==> config.mk <==
export PLATFORM = sky130hd
export DESIGN_NAME = pipe_stage_reg
export DESIGN_NICKNAME = d
export VERILOG_FILES = /design/src/rtl/pipe_pkg.sv /design/src/rtl/pipe_sat_cnt.sv /design/src/rtl/pipe_stage_reg.sv
export SDC_FILE = /design/constraint.sdc
export NUM_CORES = 1
export LEC_CHECK = 0
export ABC_AREA = 1
export CORE_UTILIZATION = 51
export CTS_BUF_LIST = sky130_fd_sc_hd__clkbuf_16
export DETAILED_ROUTE_END_ITERATION = 8
export GPL_TIMING_DRIVEN = 0
export HOLD_SLACK_MARGIN = 0.03
export PLACE_DENSITY = 0.78
export SETUP_SLACK_MARGIN = 0.05
export SLEW_MARGIN = 20
export SYNTH_ARGS = -nofsm -noshare
export SYNTH_HDL_FRONTEND = slang
export SYNTH_HIERARCHICAL = 1
export SYNTH_SLANG_ARGS = --single-unit
==> constraint.sdc <==
create_clock -name clk -period 2.15 [get_ports clk]
set_input_delay 0.215 -clock clk [delete_from_list [all_inputs] [get_ports clk]]
set_output_delay 0.215 -clock clk [all_outputs]
set_load 0.01 [all_outputs]
==> src/rtl/pipe_pkg.sv <==
// Shared types and per-stage default widths for the pipeline stage registers.
package pipe_pkg;

  typedef enum logic [1:0] {
    EMPTY = 2'd0,
    ONE   = 2'd1,
    TWO   = 2'd2
  } state_t;

  // IF/ID: ctrl = valid-instr marker, data = pc4 32 + inst 32
  localparam int IFID_CTRL_W  = 1;
  localparam int IFID_DATA_W  = 64;
  // ID/EX: ctrl = wreg m2reg wmem aluimm shift jal, data = da 32 + db 32 + imm 32 + rn 5
  localparam int IDEX_CTRL_W  = 6;
  localparam int IDEX_DATA_W  = 101;
  // EX/MEM: ctrl = wreg m2reg wmem, data = alu 32 + b 32 + rn 5
  localparam int EXMEM_CTRL_W = 3;
  localparam int EXMEM_DATA_W = 69;
  // MEM/WB: ctrl = wreg m2reg, data = mem 32 + alu 32 + rn 5
  localparam int MEMWB_CTRL_W = 2;
  localparam int MEMWB_DATA_W = 69;

  localparam int STALL_W_DEF  = 16;

endpackage

==> src/rtl/pipe_sat_cnt.sv <==
// Saturating up-counter with synchronous clear; clear has priority over increment.
module pipe_sat_cnt
  import pipe_pkg::*;
#(
  parameter int W = STALL_W_DEF
) (
  input  logic         clk,
  input  logic         clrn,
  input  logic         clr,
  input  logic         inc,
  output logic [W-1:0] cnt
);

  // count register: clear, saturating increment, else hold
  always_ff @(posedge clk or negedge clrn) begin
    if (!clrn) begin
      cnt <= {W{1'b0}};
    end else if (clr) begin
      cnt <= {W{1'b0}};
    end else if (inc && (cnt != {W{1'b1}})) begin
      cnt <= cnt + {{(W-1){1'b0}}, 1'b1};
    end else begin
      cnt <= cnt;
    end
  end

endmodule

==> src/rtl/pipe_stage_reg.sv <==
// Inter-stage pipeline register: valid/ready handshake, two-entry skid buffer,
// flush-to-bubble and saturating stall counter.
module pipe_stage_reg
  import pipe_pkg::*;
#(
  parameter int CTRL_W  = 3,
  parameter int DATA_W  = 69,
  parameter int STALL_W = 16
) (
  input  logic               clk,
  input  logic               clrn,
  input  logic               in_valid,
  output logic               in_ready,
  input  logic [CTRL_W-1:0]  in_ctrl,
  input  logic [DATA_W-1:0]  in_data,
  input  logic               flush,
  output logic               out_valid,
  input  logic               out_ready,
  output logic [CTRL_W-1:0]  out_ctrl,
  output logic [DATA_W-1:0]  out_data,
  output logic [STALL_W-1:0] stall_cnt,
  input  logic               stall_clr
);

  state_t             state_r, state_s;
  logic               main_valid_r, main_valid_s;
  logic [CTRL_W-1:0]  main_ctrl_r, main_ctrl_s;
  logic [DATA_W-1:0]  main_data_r, main_data_s;
  logic               skid_valid_r, skid_valid_s;
  logic [CTRL_W-1:0]  skid_ctrl_r, skid_ctrl_s;
  logic [DATA_W-1:0]  skid_data_r, skid_data_s;
  logic               in_ready_r;
  logic               accept_s, send_s, stall_s;

  assign accept_s = in_valid & in_ready_r;
  assign send_s   = main_valid_r & out_ready;
  assign stall_s  = main_valid_r & ~out_ready;

  // next-state and datapath selection; flush drops every entry to a bubble
  always_comb begin
    state_s      = state_r;
    main_valid_s = main_valid_r;
    main_ctrl_s  = main_ctrl_r;
    main_data_s  = main_data_r;
    skid_valid_s = skid_valid_r;
    skid_ctrl_s  = skid_ctrl_r;
    skid_data_s  = skid_data_r;
    if (flush) begin
      state_s      = EMPTY;
      main_valid_s = 1'b0;
      main_ctrl_s  = {CTRL_W{1'b0}};
      skid_valid_s = 1'b0;
      skid_ctrl_s  = {CTRL_W{1'b0}};
    end else begin
      case (state_r)
        EMPTY: begin
          if (accept_s) begin
            state_s      = ONE;
            main_valid_s = 1'b1;
            main_ctrl_s  = in_ctrl;
            main_data_s  = in_data;
          end else begin
            state_s = EMPTY;
          end
        end
        ONE: begin
          if (accept_s && send_s) begin
            state_s     = ONE;
            main_ctrl_s = in_ctrl;
            main_data_s = in_data;
          end else if (accept_s) begin
            state_s      = TWO;
            skid_valid_s = 1'b1;
            skid_ctrl_s  = in_ctrl;
            skid_data_s  = in_data;
          end else if (send_s) begin
            state_s      = EMPTY;
            main_valid_s = 1'b0;
            main_ctrl_s  = {CTRL_W{1'b0}};
          end else begin
            state_s = ONE;
          end
        end
        TWO: begin
          if (send_s) begin
            state_s      = ONE;
            main_ctrl_s  = skid_ctrl_r;
            main_data_s  = skid_data_r;
            skid_valid_s = 1'b0;
            skid_ctrl_s  = {CTRL_W{1'b0}};
          end else begin
            state_s = TWO;
          end
        end
        default: begin
          state_s      = EMPTY;
          main_valid_s = 1'b0;
          main_ctrl_s  = {CTRL_W{1'b0}};
          skid_valid_s = 1'b0;
          skid_ctrl_s  = {CTRL_W{1'b0}};
        end
      endcase
    end
  end

  // state, entry and ready registers; in_ready is precomputed from next state
  always_ff @(posedge clk or negedge clrn) begin
    if (!clrn) begin
      state_r      <= EMPTY;
      main_valid_r <= 1'b0;
      main_ctrl_r  <= {CTRL_W{1'b0}};
      main_data_r  <= {DATA_W{1'b0}};
      skid_valid_r <= 1'b0;
      skid_ctrl_r  <= {CTRL_W{1'b0}};
      skid_data_r  <= {DATA_W{1'b0}};
      in_ready_r   <= 1'b1;
    end else begin
      state_r      <= state_s;
      main_valid_r <= main_valid_s;
      main_ctrl_r  <= main_ctrl_s;
      main_data_r  <= main_data_s;
      skid_valid_r <= skid_valid_s;
      skid_ctrl_r  <= skid_ctrl_s;
      skid_data_r  <= skid_data_s;
      in_ready_r   <= (state_s != TWO);
    end
  end

  pipe_sat_cnt #(.W(STALL_W)) u_stall_cnt (
    .clk  (clk),
    .clrn (clrn),
    .clr  (stall_clr),
    .inc  (stall_s),
    .cnt  (stall_cnt)
  );

  assign in_ready  = in_ready_r;
  assign out_valid = main_valid_r;
  // gate on valid so a bubble can never present a write enable downstream
  assign out_ctrl  = main_valid_r ? main_ctrl_r : {CTRL_W{1'b0}};
  assign out_data  = main_data_r;

endmodule

==> impl_results.rst <==
.. list-table::
   :header-rows: 1

   * - Metric
     - Value
   * - Worst slack, placed
     - -0.758 ns
   * - Clock latency reported for the late side of the worst-skew pair
     - roughly 0.43 ns
   * - Antenna violations before repair
     - 0
   * - Overall power
     - 10.9 mW
   * - VDD IR-drop max
     - 0.000653 V
   * - Standard-cell row count
     - 44
   * - Initial DRC count
     - 515
   * - Critical Path Sink Type
     - flop
   * - Antenna violation net count after detailed routing
     - 0
   * - Total power divided by cell area
     - 1040 nW/µm²
   * - Proportion of layout cells with a drive suffix above 1
     - 8.00%
   * - Minimum clock period
     - 2.02 ns
   * - Ports
     - 168
   * - Final period util
     - between 90% and 100%
   * - Total wirelength of the detailed-routed design
     - 20600 µm
   * - Clock-pin slew reported for the worst setup and hold paths after clock tree synthesis
     - approximately 0.070 ns
   * - Core region area
     - 14800 µm²
   * - Maximum clock skew at final layout
     - 0.00753 ns
   * - Endpoints failing setup
     - 0
   * - Total of warnings raised by yosys
     - 6
   * - WP data required
     - 2.46 ns
   * - Count of inserted antenna diode cells
     - 0
   * - Crit path setup slack, layout
     - 0.132 ns
   * - Total of flip-flops plus latches after synthesis
     - 164
   * - X dimension of the die
     - 126 µm
   * - Cell types occupying the most area after synthesis
     - sky130_fd_sc_hd__dfrtp_1 52%, sky130_fd_sc_hd__nand2_1 19%, sky130_fd_sc_hd__o21ai_0 13%
   * - Number of buffers on the longest clock path
     - 2
   * - Number of remaining DRC errors
     - 0
   * - Distinct cells, synth
     - 31
   * - Highest clock frequency the design can meet
     - 496 MHz
   * - Worst slew slack as a fraction of its limit
     - roughly 56%
   * - Number of max-capacitance violations reported
     - 0
   * - Total placed instance area
     - 9760 µm²
   * - Actual transition at the worst max-transition pin
     - 0.657 ns
   * - Maximum number of pins on one net before global-route repair
     - 90
   * - Critical path launch point type
     - flop
   * - Overall track demand over capacity in global routing
     - 27.1%
   * - DR pass1 iterations
     - 5
   * - Number of buffers added by the clock tree synthesis step
     - 17
   * - Synthesized net count
     - 1089
   * - Final hold violation count
     - 0
   * - Multi-input combinational cell area
     - between 3000 and 4000 µm²
   * - Library cell occupying the most area in the post-synthesis netlist
     - sky130_fd_sc_hd__dfrtp_1
   * - Category of the most critical setup path
     - reg -> reg
   * - Initial cell density of the core
     - ~53%
   * - Number of H-tree levels
     - 4
   * - Total leakage power
     - a little over 5 nW
   * - Via count of the first global-routing pass
     - between 6000 and 7000
   * - Worst reg2reg path depth
     - 9
   * - Portion of synthesized cell area occupied by the leading cell type
     - 52.1%
   * - Worst-case register-to-register setup slack
     - ~0.13 ns
   * - Post-synthesis sequential area ratio
     - a little over half
   * - Total number of vias
     - about 7300
   * - Highest net fanout along the worst path
     - 10
   * - Worst min path class
     - in -> async
   * - Post-route cell area
     - approximately 10000 µm²
   * - Outcome
     - finished clean
   * - Number of nets in the final layout
     - 1280
   * - Area growth from synthesis to layout
     - 33.4%
   * - Sink Count
     - ~160
   * - TritonCTS clock tree
     - done
   * - Buffer cell driving the clock tree root
     - sky130_fd_sc_hd__clkbuf_16
   * - Most frequent cells in the layout
     - 386 x sky130_fd_sc_hd__nand2_1, 208 x sky130_fd_sc_hd__o21ai_0, 166 x sky130_fd_sc_hd__clkdlybuf4s50_1, 162 x sky130_fd_sc_hd__dfrtp_1, 95 x sky130_fd_sc_hd__inv_1
   * - Wirelength per Cell
     - 14.8 µm
   * - Data arrival at the endpoint of the critical path
     - about 2.3 ns
   * - Die Y-Extent
     - 126 µm
   * - First-pass GRT wire length
     - 33900 µm
   * - Weighted congestion reported at the end of routability-driven placement
     - just under 0.9
   * - Estimated wirelength of the detail-placed design
     - 14100 µm
   * - Number of vias per cell
     - 5.22
   * - Storage element area
     - 4110 µm²
   * - Mapped cell area
     - 7820 µm²
   * - Area of the die
     - 15800 µm²
   * - Filler cell count
     - 1142
   * - Synthesized instance count
     - roughly 1000
   * - Setup repair after global routing missed its margin
     - true
   * - Mean instance size in the synthesized netlist
     - 7.76 µm²
   * - Most common cell after layout, fill and taps aside
     - sky130_fd_sc_hd__nand2_1
   * - Overall overflow remaining after global route
     - 0
   * - Number of I/O port buffers
     - 167
   * - Max-slew violation count
     - 0
cell type report:
| type | instances | area share (%) |
|---|---|---|
| clock buffers | 17 | 4.07 |
| clock inverters | 15 | 1.40 |
| plain buffers | 55 | 3.03 |
| multi-input cells | 687 | 29.6 |
| flip-flops and latches | 164 | 39.3 |
| well taps | 184 | 2.21 |
| inverters | 102 | 3.69 |
| repair buffers | 172 | 16.6 |
logic make-up after synthesis:
family | share of synthesized area [%]
XOR/XNOR | 0.560
AND/OR/NAND/NOR | 23.3
AO/OA/AOI/OAI | 14.8
flip-flops | 52.5
buffers and inverters | 8.44
adder cells (fa/ha/maj) | 0.480
where the power goes:
group | leakage, nW | switching (mW) | internal (mW)
clock | 0.277 | 1.32 | 1.63
sequential | 2.04 | 0.470 | 4.19
combinational | 2.77 | 1.75 | 1.54
total | 5.08 | 3.55 | 7.36
what timing repair did:
action / CTS / global route
hold endpoints to repair: 87 / 0
endpoints found under the setup margin: 141 / 132
cloned: 0 / 0
hold buffers: 1 / 0
gates resized for setup: 13 / 25
pin swaps: 1 / 3
setup buffers: 1 / 2
worst paths after layout:
path | start | to
max reg2reg | state_r[0]$_DFF_PN0_ | out_data[3]$_DFFE_PN0P_
min | clrn | skid_ctrl_r[1]$_DFFE_PN0P_
max | state_r[0]$_DFF_PN0_ | out_data[3]$_DFFE_PN0P_
max in group asynchronous | clrn | skid_data_r[57]$_DFFE_PN0P_
min reg2reg | main_ctrl_r[2]$_DFFE_PN0P_ | main_ctrl_r[2]$_DFFE_PN0P_
min in group clk | in_data[50] | skid_data_r[50]$_DFFE_PN0P_
per-layer routing:
layer / GRT usage, % / vias to the layer above / share of wire [%]
met5: 0 / - / 0
met1: 35.1 / 3413 / 43
li1: - / 3565 / -
met3: 6.07 / 36 / 6.1
met4: 11.1 / 0 / 2.2
met2: 44.3 / 274 / 49
synthesized netlist by cell type (all sizes together):
cell type,instances
nor2,27
a21oi,3
dfstp,1
ha,3
or2,1
o21ai,218
nand2,392
clkbuf,26
nor3,1
dfrtp,163
xnor2,2
buf,29
inv,102
xor2,3
o211ai,1
nand4,10
nand3,24
o21bai,2
metrics by stage:
stage / utilization (%) / TNS, ns / std cells / hold slack, ns
2_1_floorplan: - / 0 / 1008 / -0.0806
3_3_place_gp: 65.9 / -1025.92 / 1359 / 0.466
3_5_place_dp: 66.1 / -65.89 / 1360 / 0.272
4_1_cts: 70.4 / 0 / 1394 / 0.373
5_1_grt: 70.8 / 0 / 1396 / 0.394
6_report: 70.8 / 0 / 1396 / 0.389
sequential cells by signal, indices dropped and copies added, names as in the netlist:
| name | count |
|---|---|
| u_stall_cnt/cnt | 16 |
| in_ready | 1 |
| out_valid | 1 |
| state_r | 2 |
| out_data | 69 |
| skid_ctrl_r | 3 |
| main_ctrl_r | 3 |
| skid_data_r | 69 |
critical path, stage by stage (launching register included):
cell                      delay (ns)
sky130_fd_sc_hd__dfrtp_1        0.45
sky130_fd_sc_hd__inv_2          0.16
sky130_fd_sc_hd__nand2_2        0.16
sky130_fd_sc_hd__o21ai_4        0.37
sky130_fd_sc_hd__buf_4          0.25
sky130_fd_sc_hd__nor2_4         0.09
sky130_fd_sc_hd__buf_6          0.15
sky130_fd_sc_hd__buf_4          0.14
sky130_fd_sc_hd__nand2_1        0.06
sky130_fd_sc_hd__nand2_1        0.05
Power figures use the tool's default switching activity.
==> patch 1 (same settings) <==
`DATA_W`: 69 -> 65.
--- a/src/rtl/pipe_stage_reg.sv
+++ b/src/rtl/pipe_stage_reg.sv
@@ -4,7 +4,7 @@
   import pipe_pkg::*;
 #(
   parameter int CTRL_W  = 3,
-  parameter int DATA_W  = 69,
+  parameter int DATA_W  = 65,
   parameter int STALL_W = 16
 ) (
   input  logic               clk,
Ports: changed (resized in_data and out_data); port bits go from 168 to 160. No check against the original RTL was run, so the function may have changed too.
==> patch 1 against the unedited design <==
  * Total power fell by 6.0%
  * Combinational power fell by 5%
  * Global-route usage fell by 0.96 points
  * Wire length fell by 5.4%
  * Largest cell class unchanged
  * First-iteration DRC count rose by 15%
  * Sequential cell count fell by 8
  * Cell area fell by 4.0%
  * Count of clock-buffer cells in the layout did not move
  * Highest routed layer unchanged
  * Synthesized area fell by 3.7%
  * Non-clock buffer count fell by 9
  * Critical path type unchanged
  * Worst setup slack improved by 0.030 ns
  * Synthesized cell count fell by 4.2%
==> patch 1: results (changes against the unedited design) <==
initial antenna violation count - 1 (+1)
XOR/XNOR Fraction of Synth Area - 0.581% (+0.022 points)
worst skew pair latency - 0.42 ns
via count - 6985 (-4.2%)
register area share after synthesis - 51.8% (-0.63 points)
CTS Buf Count - 17 (unchanged)
VDD IR max - 789 uV (+21%)
crit-path max FO - 10 (unchanged)
Mapped Nets - 1043 (-4.2%)
synthesis warning total - 6 (unchanged)
pre-CTS setup slack - -0.835 ns (-0.0774 ns)
Placer Congestion - 0.848 (-3.6%)
post-DP HPWL - 13400 um (-4.9%)
Global Route Usage Sum - 26.2% (-0.96 points)
Post-synth EDFFs - 0 (unchanged)
Final WS setup - 0.162 ns (+0.0302 ns)
worst clock skew - 0.00703 ns (-0.000499 ns)
first-pass GRT wire length - 30700 um (-9.3%)
Post-Route WL - 19500 um (-5.4%)
WL per Instance - 14.5 um (-1.9%)
outcome - completed
Synth Area in Compound Gates - 14.4% (-0.33 points)
Top FF cell, synth - dfrtp_1
Yosys cell types - 33 (+6.5%)
FFs w/ async S/R, synth - 100% (unchanged)
DRT iter0 DRCs - 592 (+15%)
Detailed Routing Iterations Pass 1 - 5 (unchanged)
Leakage - 4.90 nW (-3.6%)
mux cell area share after synthesis - 0% (unchanged)
HP Class - in2async
Arr. time, crit path - 2.31 ns (-0.02 ns)
Worst R2R End - skid_data_r[39]
input/output buffers - 159 (-4.8%)
Post-synth top cells - nand2_1 (371), o21ai_0 (183), dfrtp_1 (155)
Worst R2R Path Depth - 10 (+1)
beginning of the critical path - out_valid
Worst-Margin Slew - 0.499 ns (-0.158 ns)
H-Tree Depth - 4 (unchanged)
pin count of the biggest net entering global routing - 98 (+8.9%)
Placed Cells incl. Taps - 1311 (-3.6%)
cell area after placement - 9410 um^2 (-3.5%)
Final nets - 1227 (-4.1%)
Crit Path Category - reg2reg
Avg Cell Area, Syn - 7.80 um^2 (+0.46%)
Synth area leaders - dfrtp_1 (51%), nand2_1 (18%), o21ai_0 (12%)
share of cells above drive strength 1 - 8.35% (+0.35 points)
Adder-Cell Fraction of Synth Area - 0.498% (+0.019 points)
NetSw - 3.23 mW (-8.9%)
vias in the first global route - 6373 (-8.2%)
-- patch 1: cell types whose count changed after synthesis, moves of 7 or more --
cell | before | now
o21ai_0 | 209 | 183
clkbuf_1 | 26 | 17
nand2_1 | 387 | 371
o21ai_1 | 6 | 20
buf_6 | 2 | 9
dfrtp_1 | 163 | 155
-- patch 1: repair_timing --
item / in CTS / in global routing
endpoints found under the setup margin: 128 / 109
hold endpoints to repair: 96 / 0
resized for setup: 9 / 24
buffers inserted: 0 / 3
pin swaps: 1 / 1
hold buffers: 1 / 0
-- patch 1: worst min path at each step --
stage                            start             end  slack [ns]  cells past startpoint
after floorplan                   clrn  main_ctrl_r[0]       -0.08                      0
after global placement    out_data[25]    out_data[25]        0.47                      2
after detailed placement          clrn  skid_ctrl_r[1]      -0.009                      1
after CTS                         clrn  skid_ctrl_r[1]        0.15                      2
after global routing              clrn  skid_ctrl_r[1]        0.17                      2
final                             clrn  skid_ctrl_r[1]        0.16                      2
-- patch 1: worst max-delay path, cell delays in order (launching register included) --
cell      delay (ns)
dfrtp_2         0.46
nand2_2         0.13
inv_2           0.07
ha_4            0.18
inv_1           0.09
nand3_1         0.14
nor2_4          0.28
buf_8           0.19
clkbuf_4        0.22
nand2_1         0.07
o21ai_0         0.08
-- patch 1: final cells by class --
cell class | count | area [um^2]
antenna | 1 | 2.50
buffer | 53 | 364
sequential | 156 | 3910
tap | 184 | 230
clock buffer | 17 | 425
timing repair buffer | 165 | 1680
multi-input combinational | 659 | 2960
fill | 1197 | 4450
inverter | 98 | 370
clock inverter | 13 | 88.8
-- patch 1: per-stage QoR --
| step | hold slack (ns) | util, % |
|---|---|---|
| 2_1_floorplan | -0.0806 | - |
| 3_3_place_gp | 0.465 | 64.6 |
| 3_5_place_dp | -0.00908 | 65.0 |
| 4_1_cts | 0.145 | 68.8 |
| 5_1_grt | 0.168 | 69.2 |
| 6_report | 0.158 | 69.3 |
-- patch 1: power groups by stage --
stage	clock network [mW]	registers, mW	logic [mW]
floorplan	0	4.57	1.38
global placement	0	4.45	3.02
detailed placement	0	4.46	3.11
CTS	2.71	4.43	3.14
global route	2.83	4.53	3.53
finish	2.68	4.44	3.15
-- patch 1: per-layer routing --
metal / share of wire [%] / up-vias / global-route usage, % / routed length [um]
met5: 0 / - / 0 / 0
met4: 1.9 / 0 / 8.89 / 374
met3: 6.5 / 37 / 6.18 / 1280
met2: 48 / 267 / 42.6 / 9420
met1: 43 / 3260 / 34.3 / 8410
li1: - / 3421 / - / -
==> patch 2 (same settings) <==
Made on the original files. Encoding of `state_t`: now one-hot (3 bits for 3 states).
--- a/src/rtl/pipe_pkg.sv
+++ b/src/rtl/pipe_pkg.sv
@@ -1,10 +1,10 @@
 // Shared types and per-stage default widths for the pipeline stage registers.
 package pipe_pkg;
 
-  typedef enum logic [1:0] {
-    EMPTY = 2'd0,
-    ONE   = 2'd1,
-    TWO   = 2'd2
+  typedef enum logic [2:0] {
+    EMPTY = 3'b001,
+    ONE   = 3'b010,
+    TWO   = 3'b100
   } state_t;
 
   // IF/ID: ctrl = valid-instr marker, data = pc4 32 + inst 32
Behaviour: no difference found for any inputs over 4 cycles, from zero or initial values; so few cycles prove little.
==> patch 2 against the unedited design <==
  * Synthesized area rose by 5.0%
  * Worst setup slack worse by 0.0069 ns
  * Cell area up 3.8%
  * Critical path type unchanged
  * Total power up 3.6%
  * Highest routed layer unchanged
  * Combinational power grew 9.7%
  * Die area grew 4.9%
  * Hold slack worse by 0.074 ns
  * Sequential cell count increased by 1
  * Wire length is 10% higher
  * Largest cell class unchanged
==> patch 2: results (changes against the unedited design) <==
post-cts sizing count - 4 (-9)
WL per Instance - 15.0 um (+1.9%)
post-DP HPWL - 15300 um (+8.3%)
Leakage - 5.53 nW (+8.8%)
Final min period - 2.02 ns (+0.00686 ns)
worst clock skew - 0.00810 ns (+0.000574 ns)
register area share after synthesis - 50.3% (-2.2 points)
Post-synth top cells - nand2_1 (509), nand3_1 (167), dfrtp_1 (163)
Placed Cells incl. Taps - 1476 (+8.5%)
HP Class - in2async
Mapped Cells - 1092 (+8.3%)
first-pass GRT wire length - 36600 um (+8.1%)
Detailed Routing Iterations Pass 1 - 8 (+3)
Yosys cell types - 32 (+3.2%)
outcome - completed
vias per inst - 5.40 (+3.5%)
Synth Area in Compound Gates - 1.11% (-14 points)
slowest CP cell - dfstp_2
Worst R2R Path Depth - 10 (+1)
pin count of the biggest net entering global routing - 100 (+11%)
share of cells above drive strength 1 - 5.55% (-2.5 points)
final core utilization - 68.5% (-2.3 points)
met3 Use GR - 6.15% (+0.079 points)
Post-Route WL - 22800 um (+10%)
Adder-Cell Fraction of Synth Area - 0.152% (-0.33 points)
met2 usage in global routing - 45.3% (+0.96 points)
Critical Path Max Stage Delay - 0.61 ns (+0.16 ns)
met2 wire len - 10700 um (+7.0%)
FF-to-FF setup slack - 0.13 ns
met1 WL - 9950 um (+12%)
VDD IR max - 602 uV (-7.9%)
Post-CTS Setup Bufs - 0 (-1)
pre-CTS setup slack - -0.342 ns (+0.416 ns)
Mapped Nets - 1171 (+7.5%)
vias in the first global route - 7463 (+7.5%)
Slew headroom - 58.4% (+2.2 points)
critical path's top delay family - simple AND/OR/NAND/NOR gates
cell area after placement - 10200 um^2 (+4.4%)
Final nets - 1364 (+6.6%)
Global Route Usage Sum - 28.2% (+1.1 points)
XOR/XNOR Fraction of Synth Area - 0.533% (-0.027 points)
Fillers - 1326 (+16%)
beginning of the critical path - state_r[0]
DRT iter0 DRCs - 694 (+35%)
DR WL met3 - 1650 um (+31%)
Min Hold Slack - 0.315 ns (-0.0739 ns)
Placer Congestion - 0.879 (about the same)
met1 usage - 37.7% (+2.6 points)
Worst R2R End - out_data[64]
==> patch 2: changes by cell type after synthesis, sizes merged, moves of 2 or more <==
cell and change:
a21oi -2, buf +9, clkbuf +13, ha -2
inv -72, nand2 +121, nand3 +146, nand4 +71
nor2 +7, o21ai -210
==> patch 2: cell type report <==
class                      count  area [um^2]  area share [%]
buffer                        77          338            3.12
timing repair buffer         174         1760            16.3
sequential                   165         4130            38.1
multi-input combinational    820         3670            33.8
clock buffer                  17          425            3.92
clock inverter                14          123            1.13
tap                          216          270            2.49
inverter                      30          120            1.11
==> patch 2: cells by family (layout without fill, tap and decap cells) <==
kind of cell	count (synthesis)	after routing
XOR/XNOR	5	5
flip-flops	165	165
AO/OA/AOI/OAI	14	14
AND/OR/NAND/NOR	800	800
buffers and inverters	107	312
adder cells (fa/ha/maj)	1	1
==> patch 2: power breakdown <==
group          switching [mW]  internal [mW]
logic                    1.84           1.78
clock network            1.23           1.67
registers               0.613           4.16
